--- src/rtl/branch_pkg.sv ---
// branch_pkg: shared types and constants for the branch resolution tracker
package branch_pkg;
  localparam int BR_PC_W = 32;
  typedef struct packed {
    logic [BR_PC_W-1:0] pc;
    logic               pred;
  } br_entry_t;
endpackage

--- src/rtl/branch_pred_queue.sv ---
// branch_pred_queue: in-order circular buffer of in-flight branch predictions
import branch_pkg::*;
module branch_pred_queue #(
  parameter int DEPTH = 4
) (
  input  logic      clk,
  input  logic      rst,
  input  logic      enq,
  input  br_entry_t enq_data,
  input  logic      deq,
  input  logic      flush,
  output br_entry_t deq_data,
  output logic      full,
  output logic      empty
);
  localparam int AW = $clog2(DEPTH);
  br_entry_t     r_mem [DEPTH];
  logic [AW-1:0] r_head;
  logic [AW-1:0] r_tail;
  logic [AW:0]   r_count;
  assign deq_data = r_mem[r_head];
  assign full     = r_count == (AW+1)'(DEPTH);
  assign empty    = r_count == '0;
  // pointers and occupancy; a flush squashes everything in flight and any same-cycle push
  always_ff @(posedge clk or posedge rst) begin
    if (rst) begin
      r_head  <= '0;
      r_tail  <= '0;
      r_count <= '0;
    end else if (flush) begin
      r_head  <= r_tail;
      r_count <= '0;
    end else begin
      r_tail  <= enq ? r_tail + AW'(1) : r_tail;
      r_head  <= deq ? r_head + AW'(1) : r_head;
      r_count <= r_count + (AW+1)'(enq) - (AW+1)'(deq);
    end
  end
  // storage write at tail, not reset
  always_ff @(posedge clk) begin
    if (enq && !flush) r_mem[r_tail] <= enq_data;
  end
endmodule

--- src/rtl/branch_resolve_tracker.sv ---
// branch_resolve_tracker: matches resolved outcomes to queued predictions and drives predictor training
import branch_pkg::*;
module branch_resolve_tracker #(
  parameter int DEPTH = 4,
  parameter int CNT_W = 16
) (
  input  logic                 clk,
  input  logic                 reset,
  input  logic                 pred_val,
  output logic                 pred_rdy,
  input  logic [BR_PC_W-1:0]   pred_pc,
  input  logic                 pred_taken,
  input  logic                 resolve_val,
  output logic                 resolve_rdy,
  input  logic                 resolve_taken,
  output logic                 update_en,
  output logic                 update_val,
  output logic [BR_PC_W-1:0]   update_pc,
  output logic                 mispredict,
  output logic [CNT_W-1:0]     num_branches,
  output logic [CNT_W-1:0]     num_mispred
);
  logic               w_full;
  logic               w_empty;
  logic               w_push;
  logic               w_res;
  logic               w_mis;
  br_entry_t          w_head;
  br_entry_t          w_new;
  logic               r_en;
  logic               r_val;
  logic [BR_PC_W-1:0] r_pc;
  logic               r_mis;
  logic [CNT_W-1:0]   r_nb;
  logic [CNT_W-1:0]   r_nm;
  assign pred_rdy     = !w_full && !reset;
  assign resolve_rdy  = !w_empty && !reset;
  assign w_push       = pred_val && pred_rdy;
  assign w_res        = resolve_val && resolve_rdy;
  assign w_mis        = w_res && (resolve_taken != w_head.pred);
  assign w_new        = '{pc: pred_pc, pred: pred_taken};
  assign update_en    = r_en;
  assign update_val   = r_val;
  assign update_pc    = r_pc;
  assign mispredict   = r_mis;
  assign num_branches = r_nb;
  assign num_mispred  = r_nm;
  branch_pred_queue #(.DEPTH(DEPTH)) u_queue (
    .clk      (clk),
    .rst      (reset),
    .enq      (w_push),
    .enq_data (w_new),
    .deq      (w_res),
    .flush    (w_mis),
    .deq_data (w_head),
    .full     (w_full),
    .empty    (w_empty)
  );
  // registered training update, misprediction pulse and saturating statistics
  always_ff @(posedge clk or posedge reset) begin
    if (reset) begin
      r_en  <= 1'b0;
      r_val <= 1'b0;
      r_pc  <= '0;
      r_mis <= 1'b0;
      r_nb  <= '0;
      r_nm  <= '0;
    end else begin
      r_en  <= w_res;
      r_mis <= w_mis;
      r_val <= w_res ? resolve_taken : r_val;
      r_pc  <= w_res ? w_head.pc : r_pc;
      r_nb  <= (w_res && !(&r_nb)) ? r_nb + CNT_W'(1) : r_nb;
      r_nm  <= (w_mis && !(&r_nm)) ? r_nm + CNT_W'(1) : r_nm;
    end
  end
endmodule

--- config.mk ---
export PLATFORM = sky130hd
export DESIGN_NAME = branch_resolve_tracker
export DESIGN_NICKNAME = d
export VERILOG_FILES = /design/src/rtl/branch_pkg.sv /design/src/rtl/branch_pred_queue.sv /design/src/rtl/branch_resolve_tracker.sv
export SDC_FILE = /design/constraint.sdc
export NUM_CORES = 1
export LEC_CHECK = 0
export BUFFER_PORTS_ARGS = -buffer_cell sky130_fd_sc_hd__buf_2
export CORE_MARGIN = 8
export CORE_UTILIZATION = 54
export CTS_CLUSTER_SIZE = 24
export DETAILED_ROUTE_END_ITERATION = 7
export HOLD_SLACK_MARGIN = 0.15
export PLACE_DENSITY = 0.79
export SLEW_MARGIN = 20
export SYNTH_ARGS = -nofsm -noshare
export SYNTH_HDL_FRONTEND = slang
export SYNTH_SLANG_ARGS = --single-unit
--- constraint.sdc ---
create_clock -name clk -period 3.4 [get_ports clk]
set_clock_uncertainty 0.05 [all_clocks]
set_input_delay 0.17 -clock clk [delete_from_list [all_inputs] [get_ports clk]]
set_output_delay 0.17 -clock clk [all_outputs]
set_load 0.1 [all_outputs]
==> impl_metrics.toml <==
[detailed_routing]
drtIter0Drc = 309
remaining_drc_errors = 0
routedWlPerCell_um = 19.57
final_antenna_net_count = 0
vias = 4838
drt-pass1-iter-count = 4
routed_wl_um = 17160
drt-vias-per-instance = 5.517

[clock_tree]
ctsRootBufferMaster = "clkbuf_16"
clk_pin_slew_ns = 0.06
cts_sinks = 206
clk_path_buf_depth = 3
postCtsResizedCells = 0
cts_tree = "built"
htree_num_levels = 1
cts_made_buffers = 21
clkLatencyLatePin_ns = 0.49

[layout]
syn2layout_area_growth_pct = 22.06
fin_util_pct = 66.33
design_area_um2 = 9935
multiInputGateArea_um2 = 2198
num_antenna_cells = 0
fill_cells = 1026
layout.nets = 721
layout-drive-gt1-share_pct = 28.74
layout_common_cells = "edfxtp_1, nand2_1, buf_2"
final_common_cell = "edfxtp_1"
layout.cells.non_filler = 877
register_area_um2 = 5818

[die]
floorplan.initialDensity_pct = 54.34
core-area_um2 = 14980
ioPinCount = 107
die_x_um = 138.8
die_y_um = 138.8
die-area_um2 = 19260
rows = 45

[flow_run]
drv_cap = 0

[timing]
fin_ws_ns = 0.7379
finalSetupViolCount = 0
fin_crit_ns = 2.662
fin_hold_ws_ns = 0.2100
final-max-slew-violation-count = 0
setup_tns_ns = 0
slew_headroom_pct = 46.52
hold_viol = 0
tightest_slew_ns = 0.8022
period_share_pct = 78.30
fmax_mhz = 375.6
grt_setup_unrepaired = "no"

[placement]
numPortBuffers = 106
dp.cells = 804
gp_congestion = 0.8460
hpwl_um = 10820
dp_slack_ns = 0.7364
dpl_cell_area_um2 = 8942

[critical_path]
path_max_fanout = 20
start_kind = "flop"
path_class = "reg -> reg"
crit_path_end_kind = "flop"
arrival_ns = 2.98
critical_path_required_ns = 3.72

[pwr]
total_power_mw = 9.277
powerDensity_nw_per_um2 = 933.8
leakage_nw = 4.052
peakVddDrop_uv = 1153

[global_route]
grt_pass1_wl_um = 27630
antenna_found_initial = 0
grt.overflow.total = 0
first_global_vias = 5282
grt_max_degree = 65
grt_usage_pct = 17.98

[synthesis]
seq_area_frac_synth_pct = 71.45
synth_area_per_cell_um2 = 15.65
synth_cell_types = 39
synth-main-ff-cell = "edfxtp_1"
async_reset_ff_share_pct = 35.92
netlist_area_um2 = 8139
ys_seq_elements = 206
synthCells = 520
yosys_warnings = 0
syn_nets = 566
synth_edf_count = 132

[worst_hold_path]
hp-class = "in -> reg"

[status]
status = "finished, final reports clean"
-- cell usage after synthesis (3+ instances only) --
cell type	instances	area [um2]
and2_1	5	31.28
nor3_1	5	25.02
inv_1	10	37.54
nand3_1	9	45.04
dfrtp_1	74	1852
mux4_2	30	675.7
mux2i_1	4	40.04
xnor2_1	24	210.2
mux4_1	3	78.83
nand2_1	124	465.5
edfxtp_1	132	3964
clkbuf_1	10	37.54
nand4_1	10	62.56
xor2_1	5	43.79
ha_1	7	87.58
nor4_1	3	18.77
and4_1	3	26.28
a21oi_1	10	50.05
buf_2	5	25.02
mux2_2	6	67.56
nand2b_1	3	18.77
nor2_1	15	56.30
-- per-layer routing --
layer,track usage [%],wire length [um]
met1,22.64,6930
met2,30.37,8568
met3,4.475,1294
met4,5.257,367
met5,0,0
-- path summary, 6_finish.rpt --
| check | start | end | slack [ns] | cells after the start |
|---|---|---|---|---|
| setup / recovery | u_queue.r_count[1]$_DFF_PP0_ | u_queue.r_count[2]$_DFF_PP0_ | 0.74 | 10 |
| hold / removal | resolve_val | num_branches[15]$_DFFE_PP0P_ | 0.21 | 6 |
| setup reg to reg | u_queue.r_count[1]$_DFF_PP0_ | u_queue.r_count[2]$_DFF_PP0_ | 0.74 | 10 |
| hold reg to reg | update_pc[1]$_DFFE_PP0P_ | update_pc[1]$_DFFE_PP0P_ | 0.42 | 2 |
| max in group asynchronous | reset | update_pc[25]$_DFFE_PP0P_ | 2.21 | 4 |
| min in group asynchronous | reset | num_branches[13]$_DFFE_PP0P_ | 0.38 | 3 |
-- critical path, cell delays in order, from the launching register on --
cell	delay [ns]
dfrtp_1	0.43
nor3_1	0.30
or2_2	0.49
inv_2	0.08
xnor2_1	0.20
ha_1	0.18
inv_1	0.05
fa_1	0.36
xor2_1	0.16
xnor2_1	0.17
nor2_1	0.06
-- area by class of cell --
| class | instances | area share, % |
|---|---|---|
| sequential | 206 | 58.56 |
| tap | 188 | 2.368 |
| multi-input combinational | 284 | 22.13 |
| clock inverter | 13 | 0.9446 |
| clock buffer | 24 | 5.403 |
| inverter | 11 | 0.4408 |
| timing repair buffer | 151 | 10.15 |
-- where the power goes --
group / switching, mW / leakage (nW) / internal (mW)
combinational: 2.84 / 1.61 / 0.904
sequential: 0.281 / 2.14 / 3.14
clock: 0.901 / 0.303 / 1.21
total: 4.02 / 4.05 / 5.26
-- logic make-up (layout without fill, tap and decap cells) --
| logic type | after synthesis | in the layout | synth area share (%) |
|---|---|---|---|
| muxes | 44 | 44 | 10.78 |
| AOI/OAI and AO/OA | 14 | 14 | 0.9685 |
| xor gates and xnor gates | 30 | 30 | 3.459 |
| and+or+nand+nor | 188 | 188 | 10.38 |
| buffers and inverters | 30 | 199 | 1.645 |
| adders and majority gates | 8 | 8 | 1.322 |
| DFF | 206 | 206 | 71.45 |
-- state kept, by name (all words and copies together) (netlist names) --
signal,count
mispredict,1
num_branches,16
num_mispred,16
u_queue.r_count,3
u_queue.r_head,2
u_queue.r_mem,132
u_queue.r_tail,2
update_en,1
update_pc,32
update_val,1
-- what timing repair did --
item	4_1_cts	5_1_grt
buffers inserted	0	0
endpoints found under the hold margin	198	0
hold buffers	36	0
setup endpoints to repair	0	0
Note: power is estimated with default switching activity, not from simulation.
